==> config.mk <==
export PLATFORM = sky130hd
export DESIGN_NAME = mem_arbiter
export DESIGN_NICKNAME = d
export VERILOG_FILES = /design/src/rtl/mem_pkg.sv /design/src/rtl/mem_lane_align.sv /design/src/rtl/mem_arbiter.sv
export SDC_FILE = /design/constraint.sdc
export NUM_CORES = 1
export LEC_CHECK = 0
export BUFFER_PORTS_ARGS = -buffer_cell sky130_fd_sc_hd__buf_4
export CAP_MARGIN = 20
export CELL_PAD_IN_SITES_DETAIL_PLACEMENT = 0
export CELL_PAD_IN_SITES_GLOBAL_PLACEMENT = 2
export CORE_MARGIN = 2
export CORE_UTILIZATION = 31
export DETAILED_ROUTE_END_ITERATION = 16
export PLACE_DENSITY_LB_ADDON = 0.1
export SETUP_SLACK_MARGIN = 0.15
export SYNTH_ARGS = -nofsm -noshare
export SYNTH_HDL_FRONTEND = slang
export SYNTH_SLANG_ARGS = --single-unit
==> constraint.sdc <==
create_clock -name clk -period 3.58 [get_ports clk]
set_clock_uncertainty 0.05 [all_clocks]
set_input_delay 0 -clock clk [delete_from_list [all_inputs] [get_ports clk]]
set_output_delay 0 -clock clk [all_outputs]
set_load 0.03 [all_outputs]
==> src/rtl/mem_pkg.sv <==
// rtl/mem_pkg.sv - shared access-size and FSM state types for the memory arbiter
package mem_pkg;

  typedef enum logic [1:0] {
    SZ_BYTE = 2'b00,
    SZ_HALF = 2'b01,
    SZ_WORD = 2'b10
  } size_e;

  typedef enum logic [1:0] {
    IDLE  = 2'b00,
    ISSUE = 2'b01,
    RESP  = 2'b10
  } state_e;

endpackage

==> src/rtl/mem_lane_align.sv <==
// rtl/mem_lane_align.sv - byte enables, store replication, load extraction/extension, misalign detect
module mem_lane_align
  import mem_pkg::*;
(
  input  logic [1:0]  addr_lo,
  input  logic [1:0]  size,
  input  logic        sign_ext,
  input  logic [31:0] wdata,
  input  logic [31:0] rdata,
  output logic [3:0]  be,
  output logic [31:0] wdata_rep,
  output logic [31:0] rdata_ext,
  output logic        misalign
);

  logic [7:0]  byte_sel;
  logic [15:0] half_sel;

  assign byte_sel = rdata[{addr_lo, 3'b000} +: 8];
  assign half_sel = addr_lo[1] ? rdata[31:16] : rdata[15:0];

  always_comb begin
    be        = 4'b0000;
    wdata_rep = wdata;
    rdata_ext = 32'h0;
    misalign  = 1'b0;
    case (size)
      SZ_BYTE: begin
        be        = 4'b0001 << addr_lo;
        wdata_rep = {4{wdata[7:0]}};
        rdata_ext = {{24{sign_ext & byte_sel[7]}}, byte_sel};
      end
      SZ_HALF: begin
        be        = 4'b0011 << addr_lo;
        wdata_rep = {2{wdata[15:0]}};
        rdata_ext = {{16{sign_ext & half_sel[15]}}, half_sel};
        misalign  = addr_lo[0];
      end
      SZ_WORD: begin
        be        = 4'b1111;
        rdata_ext = rdata;
        misalign  = (addr_lo != 2'b00);
      end
      default: misalign = 1'b1;
    endcase
  end

endmodule

==> src/rtl/mem_arbiter.sv <==
// rtl/mem_arbiter.sv - instruction/data port arbiter onto one byte-enabled RAM
// Define ROUND_ROBIN_EN for alternating grants on contention; default is data-port priority.
module mem_arbiter
  import mem_pkg::*;
#(
  parameter int ADDR_W = 32
) (
  input  logic              clk,
  input  logic              rst_n,
  input  logic              i_req_valid,
  output logic              i_req_ready,
  input  logic [ADDR_W-1:0] i_addr,
  output logic              i_resp_valid,
  output logic [31:0]       i_rdata,
  input  logic              d_req_valid,
  output logic              d_req_ready,
  input  logic              d_we,
  input  logic [1:0]        d_size,
  input  logic              d_signed,
  input  logic [ADDR_W-1:0] d_addr,
  input  logic [31:0]       d_wdata,
  output logic              d_resp_valid,
  output logic [31:0]       d_rdata,
  output logic              d_err,
  output logic              ram_we,
  output logic [3:0]        ram_be,
  output logic [ADDR_W-1:0] ram_addr,
  output logic [31:0]       ram_wdata,
  input  logic [31:0]       ram_rdata
);

  state_e            state_q, state_d;
  logic              gnt_d_q, gnt_d_d;
  logic [ADDR_W-1:0] addr_q, addr_d;
  logic [1:0]        size_q, size_d;
  logic              we_q, we_d;
  logic              sign_q, sign_d;
  logic [31:0]       wdata_q, wdata_d;
  logic              i_resp_valid_q, i_resp_valid_d;
  logic [31:0]       i_rdata_q, i_rdata_d;
  logic              d_resp_valid_q, d_resp_valid_d;
  logic [31:0]       d_rdata_q, d_rdata_d;
  logic              d_err_q, d_err_d;

  logic              idle, issue, pick_d, grant_d, grant_i;
  logic [1:0]        al_addr_lo, al_size;
  logic [31:0]       al_wdata, al_wdata_rep, al_rdata_ext;
  logic [3:0]        al_be;
  logic              al_misalign;

  assign idle  = (state_q == IDLE);
  assign issue = (state_q == ISSUE);

`ifdef ROUND_ROBIN_EN
  logic both, rr_q, rr_d;

  // rr_q set means the instruction port wins the next contended cycle
  assign both   = i_req_valid & d_req_valid;
  assign pick_d = d_req_valid & ~(both & rr_q);

  always_comb begin
    rr_d = rr_q;
    if ((grant_d | grant_i) & both) rr_d = grant_d;
  end

  always_ff @(posedge clk or negedge rst_n) begin
    if (!rst_n) rr_q <= 1'b0;
    else        rr_q <= rr_d;
  end
`else
  assign pick_d = d_req_valid;
`endif

  assign grant_d = rst_n & idle & pick_d;
  assign grant_i = rst_n & idle & i_req_valid & ~pick_d;

  // In IDLE the aligner checks the live data request; afterwards it works on the held fields
  assign al_addr_lo = idle ? d_addr[1:0] : (gnt_d_q ? addr_q[1:0] : 2'b00);
  assign al_size    = idle ? d_size : size_q;
  assign al_wdata   = idle ? d_wdata : wdata_q;

  mem_lane_align u_lane_align (
    .addr_lo   (al_addr_lo),
    .size      (al_size),
    .sign_ext  (sign_q),
    .wdata     (al_wdata),
    .rdata     (ram_rdata),
    .be        (al_be),
    .wdata_rep (al_wdata_rep),
    .rdata_ext (al_rdata_ext),
    .misalign  (al_misalign)
  );

  assign i_req_ready  = grant_i;
  assign d_req_ready  = grant_d;
  assign ram_we       = issue & gnt_d_q & we_q;
  assign ram_be       = issue ? al_be : 4'b0000;
  assign ram_addr     = issue ? {2'b00, addr_q[ADDR_W-1:2]} : '0;
  assign ram_wdata    = issue ? al_wdata_rep : 32'h0;
  assign i_resp_valid = i_resp_valid_q;
  assign i_rdata      = i_rdata_q;
  assign d_resp_valid = d_resp_valid_q;
  assign d_rdata      = d_rdata_q;
  assign d_err        = d_err_q;

  always_comb begin
    state_d        = state_q;
    gnt_d_d        = gnt_d_q;
    addr_d         = addr_q;
    size_d         = size_q;
    we_d           = we_q;
    sign_d         = sign_q;
    wdata_d        = wdata_q;
    i_resp_valid_d = 1'b0;
    i_rdata_d      = 32'h0;
    d_resp_valid_d = 1'b0;
    d_rdata_d      = 32'h0;
    d_err_d        = 1'b0;
    case (state_q)
      IDLE: begin
        if (grant_d | grant_i) begin
          gnt_d_d = grant_d;
          addr_d  = grant_d ? d_addr : i_addr;
          size_d  = grant_d ? d_size : SZ_WORD;
          we_d    = grant_d & d_we;
          sign_d  = grant_d & d_signed;
          wdata_d = grant_d ? d_wdata : 32'h0;
          // Bad data accesses skip the RAM and answer with an error straight away
          if (grant_d & al_misalign) begin
            d_resp_valid_d = 1'b1;
            d_err_d        = 1'b1;
          end else begin
            state_d = ISSUE;
          end
        end
      end
      ISSUE: state_d = RESP;
      RESP: begin
        state_d = IDLE;
        if (gnt_d_q) begin
          d_resp_valid_d = 1'b1;
          d_rdata_d      = we_q ? 32'h0 : al_rdata_ext;
        end else begin
          i_resp_valid_d = 1'b1;
          i_rdata_d      = al_rdata_ext;
        end
      end
      default: state_d = IDLE;
    endcase
  end

  always_ff @(posedge clk or negedge rst_n) begin
    if (!rst_n) begin
      state_q        <= IDLE;
      gnt_d_q        <= 1'b0;
      addr_q         <= '0;
      size_q         <= 2'b00;
      we_q           <= 1'b0;
      sign_q         <= 1'b0;
      wdata_q        <= 32'h0;
      i_resp_valid_q <= 1'b0;
      i_rdata_q      <= 32'h0;
      d_resp_valid_q <= 1'b0;
      d_rdata_q      <= 32'h0;
      d_err_q        <= 1'b0;
    end else begin
      state_q        <= state_d;
      gnt_d_q        <= gnt_d_d;
      addr_q         <= addr_d;
      size_q         <= size_d;
      we_q           <= we_d;
      sign_q         <= sign_d;
      wdata_q        <= wdata_d;
      i_resp_valid_q <= i_resp_valid_d;
      i_rdata_q      <= i_rdata_d;
      d_resp_valid_q <= d_resp_valid_d;
      d_rdata_q      <= d_rdata_d;
      d_err_q        <= d_err_d;
    end
  end

endmodule

==> summary.md, run 1 <==
| Metric | Value |
|---|---|
| Status | finished clean |
| Most instantiated cells after synthesis | dfrtp_1, nand2_1, nor2_1 |
| FF-to-FF setup slack | 400 ps |
| Final worst path period need | 3180 ps |
| # fillers | 1,984 |
| Synth Area per Inst | 10.1 µm² |
| Clock transition at the registers of the reported paths | 70 ps |
| Largest net degree at the start of global routing | 70 |
| Hold Path Depth | 3 |
| Synth Warn # | 0 |
| Initial core utilization | 0.316 |
| Compound-gate portion of the synthesized area | 0.214 |
| Logic pwr share | 0.367 |
| Clock Power Share | 0.294 |
| CTS tree | yes |
| CTS Buf Count | 17 |
| Cells after synthesis | 658 |
| Hold WC Path Type | in -> reg |
| P_leak | 5.23 nW |
| FF-to-FF path depth | 6 |
| GRT Total Usage | 0.214 |
| Antenna violations before repair | 1 |
| Via Count | 6,673 |
| Mapped cell area | 0.00667 mm² |
| Count leader, synth | dfrtp_1 |
| Die footprint | 0.0227 mm² |
| Max Cap Violations | 0 |
| FF+latch count, synth | 138 |
| Flop pwr share | 0.339 |
| IO Count | 274 |
| Layout cells sized above 1 | 0.327 |
| Worst skew pair latency | 420 ps |
| Root Buffer | clkbuf_16 |
| Vias per cell | 4.96 |
| Crit path DAT | 3480 ps |
| Setup TNS | 0 ps |
| GP Congestion | 0.834 |
| Setup Fix Bufs, Post-CTS | 0 |
| Largest family of logic cells by synthesized area | compound AO/OA/AOI/OAI gates |
| Endpoint class of the critical path | register |
| Post-synthesis sequential area ratio | 0.518 |
| Inst Count DP | 1,160 |
| NetSw | 0.00217 W |
| Dpl hpwl | 16.7 mm |
| Reg2reg start | state_q[1] |
| Nets | 1,193 |
| Synthesis-to-layout area growth | 64.6% |
| WS Path Type | reg -> reg |
| Wire length of the first global-routing pass | 37.5 mm |
| Worst hold path startpoint | d_wdata[20] |
| Port Buffer Count | 271 |
| Relative slew slack | 0.262 |
| GRT overflow | 0 |
| Synth area leader | dfrtp_1 |
| CTS Buffer Depth | 2 |
| Synth Area in Simple Gates | 0.164 |
| Slew @ Worst Pin | 1100 ps |
| Drt drc | 0 |
| Top post-synthesis cells by area | dfrtp_1, a22o_1, nand2_1 |
| 1st-pass router iterations | 4 |
| Hold Slack | 281 ps |
| Num Clock Sinks | 138 |
| Number of flops mapped to enable cells by yosys | 0 |
| WP data required | 3880 ps |
| Hold endpoint | wdata_q[20] |
| H-tree depth | 4 |
| Multiplexer area fraction after synthesis | 0.0570 |
| Ys async rst share | 1.00 |
| Top cell type's share of synthesized area | 0.518 |
| Die Span Y | 151 µm |
| Slew Viols, Final | 0 |
| Post-synth top flop | dfrtp_1 |
| Startpoint Class | register |
| Final Hold Viols | 0 |
| Xor/xnor share of the synthesized area | 0 |
| P_int | 0.00380 W |
| Die Width | 151 µm |
| Cell variety after synth | 58 |
| Fin cells | 1,346 |
| Worst flop-to-flop path endpoint | d_rdata[7] |
| CP max FO | 17 |
| ANT nets after route | 0 |
| Std cell rows | 53 |
| Synth Area in Adders | 0 |
| Post-Route WL | 24.4 mm |
| Core Region | 0.0211 mm² |
| Unrepaired setup endpoints after global routing | false |
| Peak VDD IR | 0.325 mV |
| Highest Clock Rate | 314 MHz |
| Final setup viols | 0 |
| Initial DRC Count | 326 |
| Number of global-route vias before repair | 6,840 |
| Final period util | 0.889 |
| Pwr dens | 544 mW/mm² |
| Net Sw Frac | 0.363 |
| Wire per inst | 18.1 µm |
## through the flow
stage           util  total power (W)  setup WS (ps)  area (µm²)
6_report       0.521          0.00597            396       11000
5_1_grt        0.521          0.00630            198       11000
4_1_cts        0.520          0.00601            373       11000
3_5_place_dp   0.420          0.00392            775        8860
3_3_place_gp   0.420          0.00388            873        8860
2_1_floorplan      -          0.00326           1290        6670
## power groups by stage
stage | sequential [W] | combinational, W | clock, W
after floorplan | 0.00202 | 0.00124 | 0
after global placement | 0.00204 | 0.00184 | 0
after detailed placement | 0.00205 | 0.00187 | 0
after CTS | 0.00202 | 0.00219 | 0.00179
after global routing | 0.00206 | 0.00237 | 0.00187
final | 0.00203 | 0.00219 | 0.00176
## cell type report
| class | count | area (µm²) | share of cell area |
|---|---|---|---|
| Sequential cell | 138 | 3450 | 0.315 |
| Inverter | 6 | 22.5 | 0.00205 |
| Clock buffer | 17 | 425 | 0.0388 |
| Clock inverter | 15 | 154 | 0.0140 |
| Timing Repair Buffer | 434 | 3640 | 0.332 |
| Multi-Input combinational cell | 460 | 2930 | 0.267 |
| Antenna cell | 1 | 2.50 | 0.000228 |
| Tap cell | 275 | 344 | 0.0313 |
## per-layer routing
| layer | global-route usage | up-vias | wire length [µm] |
|---|---|---|---|
| met3 | 0.0582 | 22 | 1610 |
| li1 | - | 3180 | - |
| met5 | 0 | - | 0 |
| met1 | 0.283 | 3241 | 10700 |
| met4 | 0.0551 | 0 | 313 |
| met2 | 0.349 | 230 | 11700 |
## what timing repair did
| item | CTS | global route |
|---|---|---|
| gates resized for setup | 0 | 1 |
| setup endpoints to repair | 0 | 5 |
| hold endpoints to repair | 271 | 0 |
| hold buffers | 153 | 0 |
## state kept, by name, indices dropped and copies added (netlist names), 2 cells and up
name     cells
size_q       2
wdata_q     32
addr_q      32
state_q      2
d_rdata     32
i_rdata     32
## placed cells by master, fill, tap and decap left out, drive strengths merged, types with 4 or more instances in the layout
master / n
nor3: 33
nor2: 54
a22o: 35
dfrtp: 138
a21oi: 49
clkbuf: 17
a22oi: 13
nand2: 81
mux2i: 26
nand3: 4
buf: 281
a31oi: 33
o211ai: 4
and2: 40
o21ai: 14
a221oi: 25
inv: 16
o2bb2ai: 5
dlygate4sd3: 153
mux2: 10
## logic make-up (layout without fill, tap and decap cells)
family,after synthesis,count (layout)
AND/OR/NAND/NOR,232,232
buffers and inverters,61,472
multiplexers,36,36
AO/OA/AOI/OAI,190,190
other,1,3
flip-flops,138,138
## worst max-delay path, cell delays in order, from the launching register on
cell and delay, ps:
dfrtp_1 520, or3b_4 480, a21bo_2 220, a211oi_4 920, a221oi_1 130, dlygate4sd3_1 650
a21oi_1 130
## worst max path at each step
stage | start | end | slack (ps) | depth (start not counted)
2_1_floorplan | state_q[1] | ram_wdata[31] | 1290 | 6
3_3_place_gp | size_q[1] | d_rdata[21] | 870 | 5
3_5_place_dp | size_q[1] | d_rdata[20] | 770 | 5
4_1_cts | state_q[1] | d_rdata[4] | 370 | 6
5_1_grt | state_q[1] | d_rdata[7] | 200 | 6
6_report | state_q[1] | d_rdata[7] | 400 | 6
Note: power is estimated with default switching activity, not from simulation.
==> run 2, diff against run 1 <==
--- a/config.mk
+++ b/config.mk
@@ -7,7 +7,7 @@
 export LEC_CHECK = 0
 export BUFFER_PORTS_ARGS = -buffer_cell sky130_fd_sc_hd__buf_4
 export CAP_MARGIN = 20
-export CELL_PAD_IN_SITES_DETAIL_PLACEMENT = 0
+export CELL_PAD_IN_SITES_DETAIL_PLACEMENT = 1
 export CELL_PAD_IN_SITES_GLOBAL_PLACEMENT = 2
 export CORE_MARGIN = 2
 export CORE_UTILIZATION = 31
==> summary.md, run 2 (synthesis gave the netlist of run 1 again) <==
| Metric | Value |
|---|---|
| GRT overflow | 0 (unchanged) |
| ANT nets after route | 0 (unchanged) |
| Core Region | 0.0211 mm² (unchanged) |
| Delay-heaviest family, CP | compound AO/OA/AOI/OAI gates |
| Crit path DAT | 3490 ps (about the same) |
| IO Count | 274 (unchanged) |
| Synthesis-to-layout area growth | 65.6% |
| Sequential Area | 0.00345 mm² (unchanged) |
| Post-DP Area | 0.00886 mm² (unchanged) |
| Final period util | 0.896 (+0.00636) |
| Most common cell after layout, fill and taps aside | buf_4 |
| Pwr dens | 563 mW/mm² (+3.5%) |
| Worst Path Buf+Inv | 1 (unchanged) |
| Vias per cell | 5.14 (+3.7%) |
| Std cell rows | 53 (unchanged) |
| GRT Total Usage | 0.237 (+0.0229) |
| Dpl hpwl | 17.6 mm (+5.3%) |
| Status | finished clean |
| Die Span Y | 151 µm (unchanged) |
| Slew @ Worst Pin | 1100 ps (-3.81 ps) |
| Nets | 1,192 (-0.084%) |
| Initial core utilization | 0.316 (unchanged) |
| CTS tree | yes |
| WS Path Type | reg -> reg |
| Die footprint | 0.0227 mm² (unchanged) |
| Worst skew pair latency | 420 ps (about the same) |
| Layout cells sized above 1 | 0.327 (about the same) |
| Via Count | 6,912 (+3.6%) |
| Slew Viols, Final | 0 (unchanged) |
| Post-route cell area | 0.0110 mm² (+0.63%) |
| Pre-CTS setup slack | 794 ps (+19.5 ps) |
| Wire per inst | 19.8 µm (+9.7%) |
| Die Width | 151 µm (unchanged) |
| Number of global-route vias before repair | 7,620 (+11%) |
| # fillers | 2,345 (+18%) |
| Wire length of the first global-routing pass | 41.6 mm (+11%) |
| CP max FO | 17 (unchanged) |
| CTS Buf Count | 17 (unchanged) |
| Antenna violations before repair | 1 (unchanged) |
| Final core occ | 0.524 (+0.00326) |
| Num Clock Sinks | 138 (unchanged) |
| CTS Buffer Depth | 2 (unchanged) |
| Startpoint Class | register |
| Root Buffer | clkbuf_16 |
| Clock transition at the registers of the reported paths | 60 ps (about the same) |
| WP data required | 3870 ps (about the same) |
| Port Buffer Count | 271 (unchanged) |
| Multi-input logic area | 0.00294 mm² (+0.17%) |
| Final Hold Viols | 0 (unchanged) |
| Crit-path cells | nor4_1, a21oi_2, a211oi_4, a221oi_1, dlygate4sd3_1, a21oi_1 |
| Unrepaired setup endpoints after global routing | true |
| P_leak | 5.25 nW (+0.46%) |
| Most frequent cells in the layout | buf_4, dlygate4sd3_1, dfrtp_1, nand2_1, nor2_1 |
| Initial DRC Count | 298 (-8.6%) |
| Drt drc | 0 (unchanged) |
| Critical path's slowest cell | a211oi_4 |
| Setup TNS | 0 ps (unchanged) |
| Hold WC Path Type | in -> reg |
| H-tree depth | 4 (unchanged) |
| Largest net degree at the start of global routing | 70 (unchanged) |
| Max incr delay on CP | 970 ps (+50 ps) |
| Peak VDD IR | 0.360 mV (+11%) |
| Endpoint class of the critical path | register |
| Final worst path period need | 3210 ps (+22.8 ps) |
| Overall Power | 0.00622 W (+4.1%) |
| Final setup viols | 0 (unchanged) |
| Max Cap Violations | 0 (unchanged) |
| Highest Clock Rate | 312 MHz (-0.71%) |
| Post-Route WL | 26.7 mm (+9.6%) |
| 1st-pass router iterations | 4 (unchanged) |
| Setup slack after layout | 373 ps (-22.8 ps) |
| GP Congestion | 0.834 (unchanged) |
| Relative slew slack | 0.264 (+0.00255) |
## run 2: path summary, 6_finish.rpt
kind | from | endpoint | slack (ps) | cells after the start
worst min register to register | wdata_q[25] | wdata_q[25] | 450 | 1
min in group asynchronous | rst_n | i_rdata[0] | 330 | 3
max in group asynchronous | rst_n | size_q[0] | 2500 | 3
worst max register to register | state_q[1] | d_rdata[7] | 370 | 6
worst min-delay path | d_wdata[0] | wdata_q[0] | 290 | 3
worst max-delay path | state_q[1] | d_rdata[7] | 370 | 6
## run 2: through the flow
step | std cells | hold slack, ps
2_1_floorplan | 659 | -346
3_3_place_gp | 1160 | -230
3_5_place_dp | 1160 | -227
4_1_cts | 1344 | 271
5_1_grt | 1345 | 298
6_report | 1345 | 289
## run 2: area by class of cell
cell class | instances | share of cell area
repair buffers | 433 | 0.329
flip-flops and latches | 138 | 0.313
multi-input cells | 460 | 0.266
clock buffers | 20 | 0.0422
well taps | 275 | 0.0311
clock inverters | 12 | 0.0169
inverters | 6 | 0.00204
diodes | 1 | 0.000227
## run 2: worst register-to-register path, stage by stage, from the launching register on
cell	delay [ps]
dfrtp_1	530
nor4_1	430
a21oi_2	240
a211oi_4	970
a221oi_1	100
dlygate4sd3_1	660
a21oi_1	140
## run 2: power breakdown
part / internal, W / switching [W]
clock: 0.00123 / 0.000729
combinational: 0.000998 / 0.00123
sequential: 0.00182 / 0.000213
total: 0.00405 / 0.00217
## run 2: metal layers
metal,wire length [µm],vias to the layer above,share of wire,track usage
met4,506,0,0.019,0.0710
met3,1570,37,0.059,0.0573
met5,0,-,0,0
met2,13400,238,0.50,0.408
met1,11200,3471,0.42,0.295
li1,-,3166,-,-
## run 2: repair_timing
action	CTS	global route
setup buffers	0	0
hold buffers	152	0
endpoints found under the setup margin	0	7
resized for setup	0	2
hold endpoints to repair	271	0
